File: src/rtl/seq_mult_core_pkg.sv
// Shared types for the sequential sign-magnitude multiplier: FSM state encoding and
// the iteration-counter width helper.
package mult_pkg;

    typedef enum logic [1:0] {
        IDLE = 2'd0,
        RUN  = 2'd1,
        DONE = 2'd2
    } state_e;

    // The counter must hold 0..WIDTH, hence WIDTH+1 distinct values.
    function automatic int cnt_width(input int width);
        return $clog2(width + 1);
    endfunction

endpackage

File: src/rtl/seq_mult_core_if.sv
// Start/busy/done handshake plus operand and result bus of seq_mult_core.
// The requester uses the master modport and the multiplier core uses the slave modport.
interface seq_mult_core_if #(
    parameter int WIDTH = 8
);
    logic                 start;
    logic                 is_signed;
    logic [WIDTH-1:0]     multiplicand;
    logic [WIDTH-1:0]     multiplier;
    logic                 busy;
    logic                 done;
    logic [2*WIDTH-1:0]   product;
    logic                 sign;

    modport master (
        output start, is_signed, multiplicand, multiplier,
        input  busy, done, product, sign
    );

    modport slave (
        input  start, is_signed, multiplicand, multiplier,
        output busy, done, product, sign
    );
endinterface

File: src/rtl/seq_mult_core_sm_abs.sv
// Converts an operand into an unsigned magnitude and a negative flag.
// In unsigned mode the operand passes through unchanged.
module sm_abs #(
    parameter int WIDTH = 8
) (
    input  logic [WIDTH-1:0] value,
    input  logic             is_signed,
    output logic [WIDTH-1:0] magnitude,
    output logic             neg
);
    assign neg       = is_signed & value[WIDTH-1];
    // Negating -2^(WIDTH-1) yields 2^(WIDTH-1), which still fits as an unsigned magnitude.
    assign magnitude = neg ? -value : value;
endmodule

File: src/rtl/seq_mult_core.sv
// Sequential shift-add multiplier that produces a sign-magnitude result.
// Defining EARLY_TERM_EN ends RUN as soon as the remaining multiplier bits are all zero.
module seq_mult_core
    import mult_pkg::*;
#(
    parameter int WIDTH = 8
) (
    input  logic             clk,
    input  logic             rst,
    seq_mult_core_if.slave   bus
);
    localparam int CNT_W = cnt_width(WIDTH);

    state_e               state_q, state_d;
    logic [CNT_W-1:0]     count_q, count_d;
    logic [2*WIDTH-1:0]   mcand_q, mcand_d;
    logic [WIDTH-1:0]     mplier_q, mplier_d;
    logic [2*WIDTH-1:0]   acc_q, acc_d;
    logic                 pend_sign_q, pend_sign_d;
    logic [2*WIDTH-1:0]   product_q, product_d;
    logic                 sign_q, sign_d;

    logic [WIDTH-1:0]     mag_a, mag_b;
    logic                 neg_a, neg_b;
    logic [2*WIDTH-1:0]   acc_add;
    logic                 early_stop;

    sm_abs #(.WIDTH(WIDTH)) u_abs_a (
        .value     (bus.multiplicand),
        .is_signed (bus.is_signed),
        .magnitude (mag_a),
        .neg       (neg_a)
    );

    sm_abs #(.WIDTH(WIDTH)) u_abs_b (
        .value     (bus.multiplier),
        .is_signed (bus.is_signed),
        .magnitude (mag_b),
        .neg       (neg_b)
    );

    assign acc_add = acc_q + (mplier_q[0] ? mcand_q : '0);

`ifdef EARLY_TERM_EN
    assign early_stop = (mplier_q == '0);
`else
    assign early_stop = 1'b0;
`endif

    always_comb begin
        // NOTE: every output gets a default first, so no path through the case can infer a latch.
        state_d     = state_q;
        count_d     = count_q;
        mcand_d     = mcand_q;
        mplier_d    = mplier_q;
        acc_d       = acc_q;
        pend_sign_d = pend_sign_q;
        product_d   = product_q;
        sign_d      = sign_q;

        unique case (state_q)
            IDLE: begin
                if (bus.start) begin
                    state_d     = RUN;
                    mcand_d     = {{WIDTH{1'b0}}, mag_a};
                    mplier_d    = mag_b;
                    acc_d       = '0;
                    count_d     = '0;
                    pend_sign_d = neg_a ^ neg_b;
                end
            end
            RUN: begin
                if (early_stop) begin
                    state_d   = DONE;
                    product_d = acc_q;
                    sign_d    = pend_sign_q & (acc_q != '0);
                end else begin
                    acc_d    = acc_add;
                    mcand_d  = mcand_q << 1;
                    mplier_d = mplier_q >> 1;
                    count_d  = count_q + CNT_W'(1);
                    // The result is published in the same cycle as the final partial-product add.
                    if (count_q == CNT_W'(WIDTH - 1)) begin
                        state_d   = DONE;
                        product_d = acc_add;
                        sign_d    = pend_sign_q & (acc_add != '0);
                    end
                end
            end
            DONE:    state_d = IDLE;
            default: state_d = IDLE;
        endcase
    end

    // NOTE: sequential state uses non-blocking assignments only, so every flop samples pre-edge values.
    always_ff @(posedge clk or negedge rst) begin
        if (!rst) begin
            state_q     <= IDLE;
            count_q     <= '0;
            mcand_q     <= '0;
            mplier_q    <= '0;
            acc_q       <= '0;
            pend_sign_q <= 1'b0;
            product_q   <= '0;
            sign_q      <= 1'b0;
        end else begin
            state_q     <= state_d;
            count_q     <= count_d;
            mcand_q     <= mcand_d;
            mplier_q    <= mplier_d;
            acc_q       <= acc_d;
            pend_sign_q <= pend_sign_d;
            product_q   <= product_d;
            sign_q      <= sign_d;
        end
    end

    assign bus.busy    = (state_q == RUN);
    assign bus.done    = (state_q == DONE);
    assign bus.product = product_q;
    assign bus.sign    = sign_q;
endmodule

File: src/flat_wrapper.sv
// flat-port wrapper written by rule: the top's interface ports become plain ports
module seq_mult_core_flat import mult_pkg::*;
#(
    parameter int WIDTH = 8
)
  (clk, rst, bus_start, bus_is_signed, bus_multiplicand, bus_multiplier, bus_busy, bus_done, bus_product, bus_sign);
  seq_mult_core_if #(.WIDTH(WIDTH)) bus_i ();
  input  logic clk;
  input  logic rst;
  input wire logic [$bits(bus_i.start)-1:0] bus_start;
  input wire logic [$bits(bus_i.is_signed)-1:0] bus_is_signed;
  input wire logic [$bits(bus_i.multiplicand)-1:0] bus_multiplicand;
  input wire logic [$bits(bus_i.multiplier)-1:0] bus_multiplier;
  output wire logic [$bits(bus_i.busy)-1:0] bus_busy;
  output wire logic [$bits(bus_i.done)-1:0] bus_done;
  output wire logic [$bits(bus_i.product)-1:0] bus_product;
  output wire logic [$bits(bus_i.sign)-1:0] bus_sign;
  assign bus_i.start = bus_start;
  assign bus_i.is_signed = bus_is_signed;
  assign bus_i.multiplicand = bus_multiplicand;
  assign bus_i.multiplier = bus_multiplier;
  assign bus_busy = bus_i.busy;
  assign bus_done = bus_i.done;
  assign bus_product = bus_i.product;
  assign bus_sign = bus_i.sign;
  seq_mult_core #(.WIDTH(WIDTH)) u_core (.clk(clk), .rst(rst), .bus(bus_i));
endmodule
File: config.mk
export PLATFORM = sky130hd
export DESIGN_NAME = seq_mult_core_flat
export DESIGN_NICKNAME = d
export VERILOG_FILES = /design/src/rtl/seq_mult_core_pkg.sv /design/src/rtl/seq_mult_core_if.sv /design/src/rtl/seq_mult_core_sm_abs.sv /design/src/rtl/seq_mult_core.sv /design/src/flat_wrapper.sv
export SDC_FILE = /design/constraint.sdc
export NUM_CORES = 1
export LEC_CHECK = 0
export CAP_MARGIN = 20
export CORE_MARGIN = 2
export CORE_UTILIZATION = 34
export CTS_BUF_LIST = sky130_fd_sc_hd__clkbuf_2 sky130_fd_sc_hd__clkbuf_4 sky130_fd_sc_hd__clkbuf_8
export DETAILED_ROUTE_END_ITERATION = 10
export RECOVER_POWER = 25
export SYNTH_ARGS = -nofsm -noshare
export SYNTH_HDL_FRONTEND = slang
export SYNTH_SLANG_ARGS = --single-unit
File: constraint.sdc
create_clock -name clk -period 3.38 [get_ports clk]
set_clock_uncertainty 0.15 [all_clocks]
set_input_delay 0.507 -clock clk [delete_from_list [all_inputs] [get_ports clk]]
set_output_delay 0.507 -clock clk [all_outputs]
set_load 0.01 [all_outputs]
==> impl_results.md <==
* Final standard cell utilization of the core at 0.421
* Endpoints failing setup at 0
* Die height at between 100 and 150 microns
* Crit. End Element: register
* Yosys top cell by area: sky130_fd_sc_hd__dfrtp_1
* Slew at the pin closest to its max-slew limit at 1560 ps
* Worst vdd ir at 0.296 mV
* Drt initial violations at 145
* # clock sinks at 64
* Placeable core area at ~10,000 sq um
* Total global-route track usage at 0.148
* Vias in the first global route at around 2,900
* Total DRC errors in the routed layout at 0
* Maximum number of pins on one net before global-route repair at 65
* CTS tree: built
* Number of hold violations in the final report at 0
* Cell Area, Synth at between 3000 and 4000 sq um
* Number of nets still failing antenna checks after routing at 0
* Cell chosen for the clock root: sky130_fd_sc_hd__clkbuf_8
* GR Overflow Total at 0
* Row count at 37
* Antenna Cells at 0
* Number of warnings reported in the yosys synthesis log at 0
* Outcome: finished with violations
* Clock latency reported for the late side of the worst-skew pair at between 300 and 400 ps
* HP Class: register to register
* Global-route wire length before repair at approximately 13 mm
* Unique cell type count in the Yosys netlist at 45
* IO Port Bufs at 38
* Total setup buffers inserted after CTS at 0
* Total clock buffers created by CTS at 9
* Leading post-synthesis cells by cell area: sky130_fd_sc_hd__dfrtp_1, sky130_fd_sc_hd__o21ai_0, sky130_fd_sc_hd__nand2_1, sky130_fd_sc_hd__ha_1, sky130_fd_sc_hd__xnor2_1
* Net count, final at approximately 480
* Initial cell density of the core at 0.348
* Crit path required time at 3450 ps
* Max transition margin at -0.0376
* Post-DR vias/cell at about 5.0
* Setup Slack @ Placement at ~270 ps
* Post-Place Cell Area at between 4000 and 5000 sq um
* Routability congestion estimate from global placement at 0.835
* Per-instance average area after synthesis at ~9.0 sq um
* Layout Area Growth over Synthesis at 21.0%
* Setup TNS after final layout at 0 ps
* Unrepaired setup endpoints after global routing: no
* Clock period minus worst slack at a little over 3000 ps
* Number of fill cells at 1,058
* Violated checks: capacitance limit, slew limit
* Post-synth top area share at 0.448
* Critical Path AT at 3140 ps
* Standby leakage power at roughly 1.9 nW
* Portion of the clock cycle consumed by the worst path in the final layout at 0.909
* X dimension of the die at about 110 microns
* Async set or reset register ratio after synthesis at 1.00
* Number of enable flip-flop cells after synthesis at 0
* Most instantiated cells after synthesis: sky130_fd_sc_hd__dfrtp_1, sky130_fd_sc_hd__nand2_1, sky130_fd_sc_hd__o21ai_0, sky130_fd_sc_hd__nor2_1, sky130_fd_sc_hd__nand3_1
* Ys flop type: sky130_fd_sc_hd__dfrtp_1
* Portion of the post-synthesis area used by sequential elements at 0.448
* Num ports at 39
* Final WL at between 7 and 8 mm
* Synthesized netlist net count at around 440
* Number of antenna violations at the first check in global routing at 0
* Maximum fanout along the worst path at 17
* PostCTS Resize Cnt at 0
* Detail Placement HPWL at about 5.6 mm
* Clk slew on worst S/H paths at roughly 70 ps
* Post-route cell area at ~4300 sq um
* Worst Setup Slack, final at about 310 ps
* Max-cap violations at 1
* Kind of start point of the critical path: register
* Clock buffer depth at 2
* Drt wl/cell at roughly 14 microns
* Share of final-layout standard cells stronger than drive strength 1 at 0.0747
* Total power density per cell area at just under 900 nW/um^2
* Number of cells produced by synthesis at approximately 400
* Vias after detailed routing at a little under 3,000
* Number of pins with negative max-slew slack in the final report at 65
* Crit path kind: register to register
* Worst slack on hold paths at between 300 and 400 ps
* Die Outline Area at ~11,000 sq um
* Flop and latch count out of synthesis at 64
* CTS H-tree lvls at 3
* Hold buffers post-CTS at 0
* First-pass DRT Iterations at 4
* Timing-limited maximum frequency at between 0.3 and 0.4 GHz
==> cell families after synthesis <==
logic type | after synthesis | synth area share
flops | 64 | 0.448
xor+xnor | 22 | 0.0538
fa+ha+maj | 19 | 0.0685
compound gates | 112 | 0.192
buf+inv | 28 | 0.0294
simple gates | 147 | 0.195
mux | 5 | 0.0140
==> worst paths after layout <==
| path | cells past startpoint | slack [ps] | from | end |
|---|---|---|---|---|
| max in group asynchronous | 2 | 1680 | rst | u_core.count_q[0] |
| min in group asynchronous | 2 | 480 | rst | u_core.bus.product[12] |
| worst min-delay path | 2 | 320 | u_core.bus.product[7] | u_core.bus.product[7] |
| worst max register to register | 11 | 310 | u_core.mplier_q[0] | u_core.bus.sign |
| worst min register to register | 2 | 320 | u_core.bus.product[7] | u_core.bus.product[7] |
| worst max-delay path | 11 | 310 | u_core.mplier_q[0] | u_core.bus.sign |
==> flip-flops by register name, indices dropped and copies added, names as in the netlist <==
| name | flops |
|---|---|
| u_core.acc_q | 16 |
| u_core.bus.sign | 1 |
| u_core.mcand_q | 16 |
| u_core.state_q | 2 |
| u_core.mplier_q | 8 |
| u_core.count_q | 4 |
| u_core.pend_sign_q | 1 |
| u_core.bus.product | 16 |
==> cell usage in the layout, fill, tap and decap left out, types with 3 or more instances in the layout <==
cell type and instances:
sky130_fd_sc_hd__and2_1 16, sky130_fd_sc_hd__clkdlybuf4s50_1 37, sky130_fd_sc_hd__ha_1 18, sky130_fd_sc_hd__nand2_1 64
sky130_fd_sc_hd__nand4_1 3, sky130_fd_sc_hd__a31oi_1 3, sky130_fd_sc_hd__inv_1 11, sky130_fd_sc_hd__mux2i_1 5
sky130_fd_sc_hd__nand3_1 20, sky130_fd_sc_hd__a21o_1 3, sky130_fd_sc_hd__nor3_1 8, sky130_fd_sc_hd__a21oi_1 13
sky130_fd_sc_hd__a22oi_1 15, sky130_fd_sc_hd__clkinvlp_4 3, sky130_fd_sc_hd__dfrtp_1 64, sky130_fd_sc_hd__o21ai_0 61
sky130_fd_sc_hd__clkbuf_8 11, sky130_fd_sc_hd__xnor2_1 15, sky130_fd_sc_hd__buf_4 7, sky130_fd_sc_hd__nand2b_1 3
sky130_fd_sc_hd__xor2_1 7, sky130_fd_sc_hd__nor2_1 21
==> worst max-delay path, cell delays in order (launching register included) <==
cell and delay (ps):
sky130_fd_sc_hd__dfrtp_1 520, sky130_fd_sc_hd__and2_1 210, sky130_fd_sc_hd__ha_1 200, sky130_fd_sc_hd__inv_1 80
sky130_fd_sc_hd__fa_1 250, sky130_fd_sc_hd__nor2b_4 60, sky130_fd_sc_hd__o31a_4 300, sky130_fd_sc_hd__or4_4 430
sky130_fd_sc_hd__a311oi_2 240, sky130_fd_sc_hd__and4b_1 230, sky130_fd_sc_hd__and4_1 200, sky130_fd_sc_hd__a31oi_1 80
==> per-layer routing <==
| metal | GRT usage | vias up | wire length [microns] |
|---|---|---|---|
| met5 | 0 | - | 0 |
| li1 | - | 1476 | - |
| met3 | 0.0231 | 14 | 237 |
| met4 | 0.0659 | 0 | 160 |
| met2 | 0.232 | 52 | 3360 |
| met1 | 0.203 | 1355 | 4060 |
==> stage by stage <==
step                total power, mW  cells
floorplan                      2.48    397
global route                   4.12    578
detailed placement             3.10    562
finish                         3.77    578
global placement               3.06    562
CTS                            3.80    578
==> cell type report <==
type | count | area [sq um] | area share
clock inverters | 4 | 52.6 | 0.0121
flip-flops and latches | 64 | 1600 | 0.370
well taps | 136 | 170 | 0.0393
repair buffers | 46 | 433 | 0.100
multi-input cells | 305 | 1870 | 0.432
clock buffers | 12 | 159 | 0.0367
inverters | 11 | 41.3 | 0.00954
==> power by group <==
part           internal [mW]  switching, mW
combinational          0.777          0.964
sequential              1.11          0.227
clock                  0.389          0.305
total                   2.28           1.50
Power figures use the tool's default switching activity.
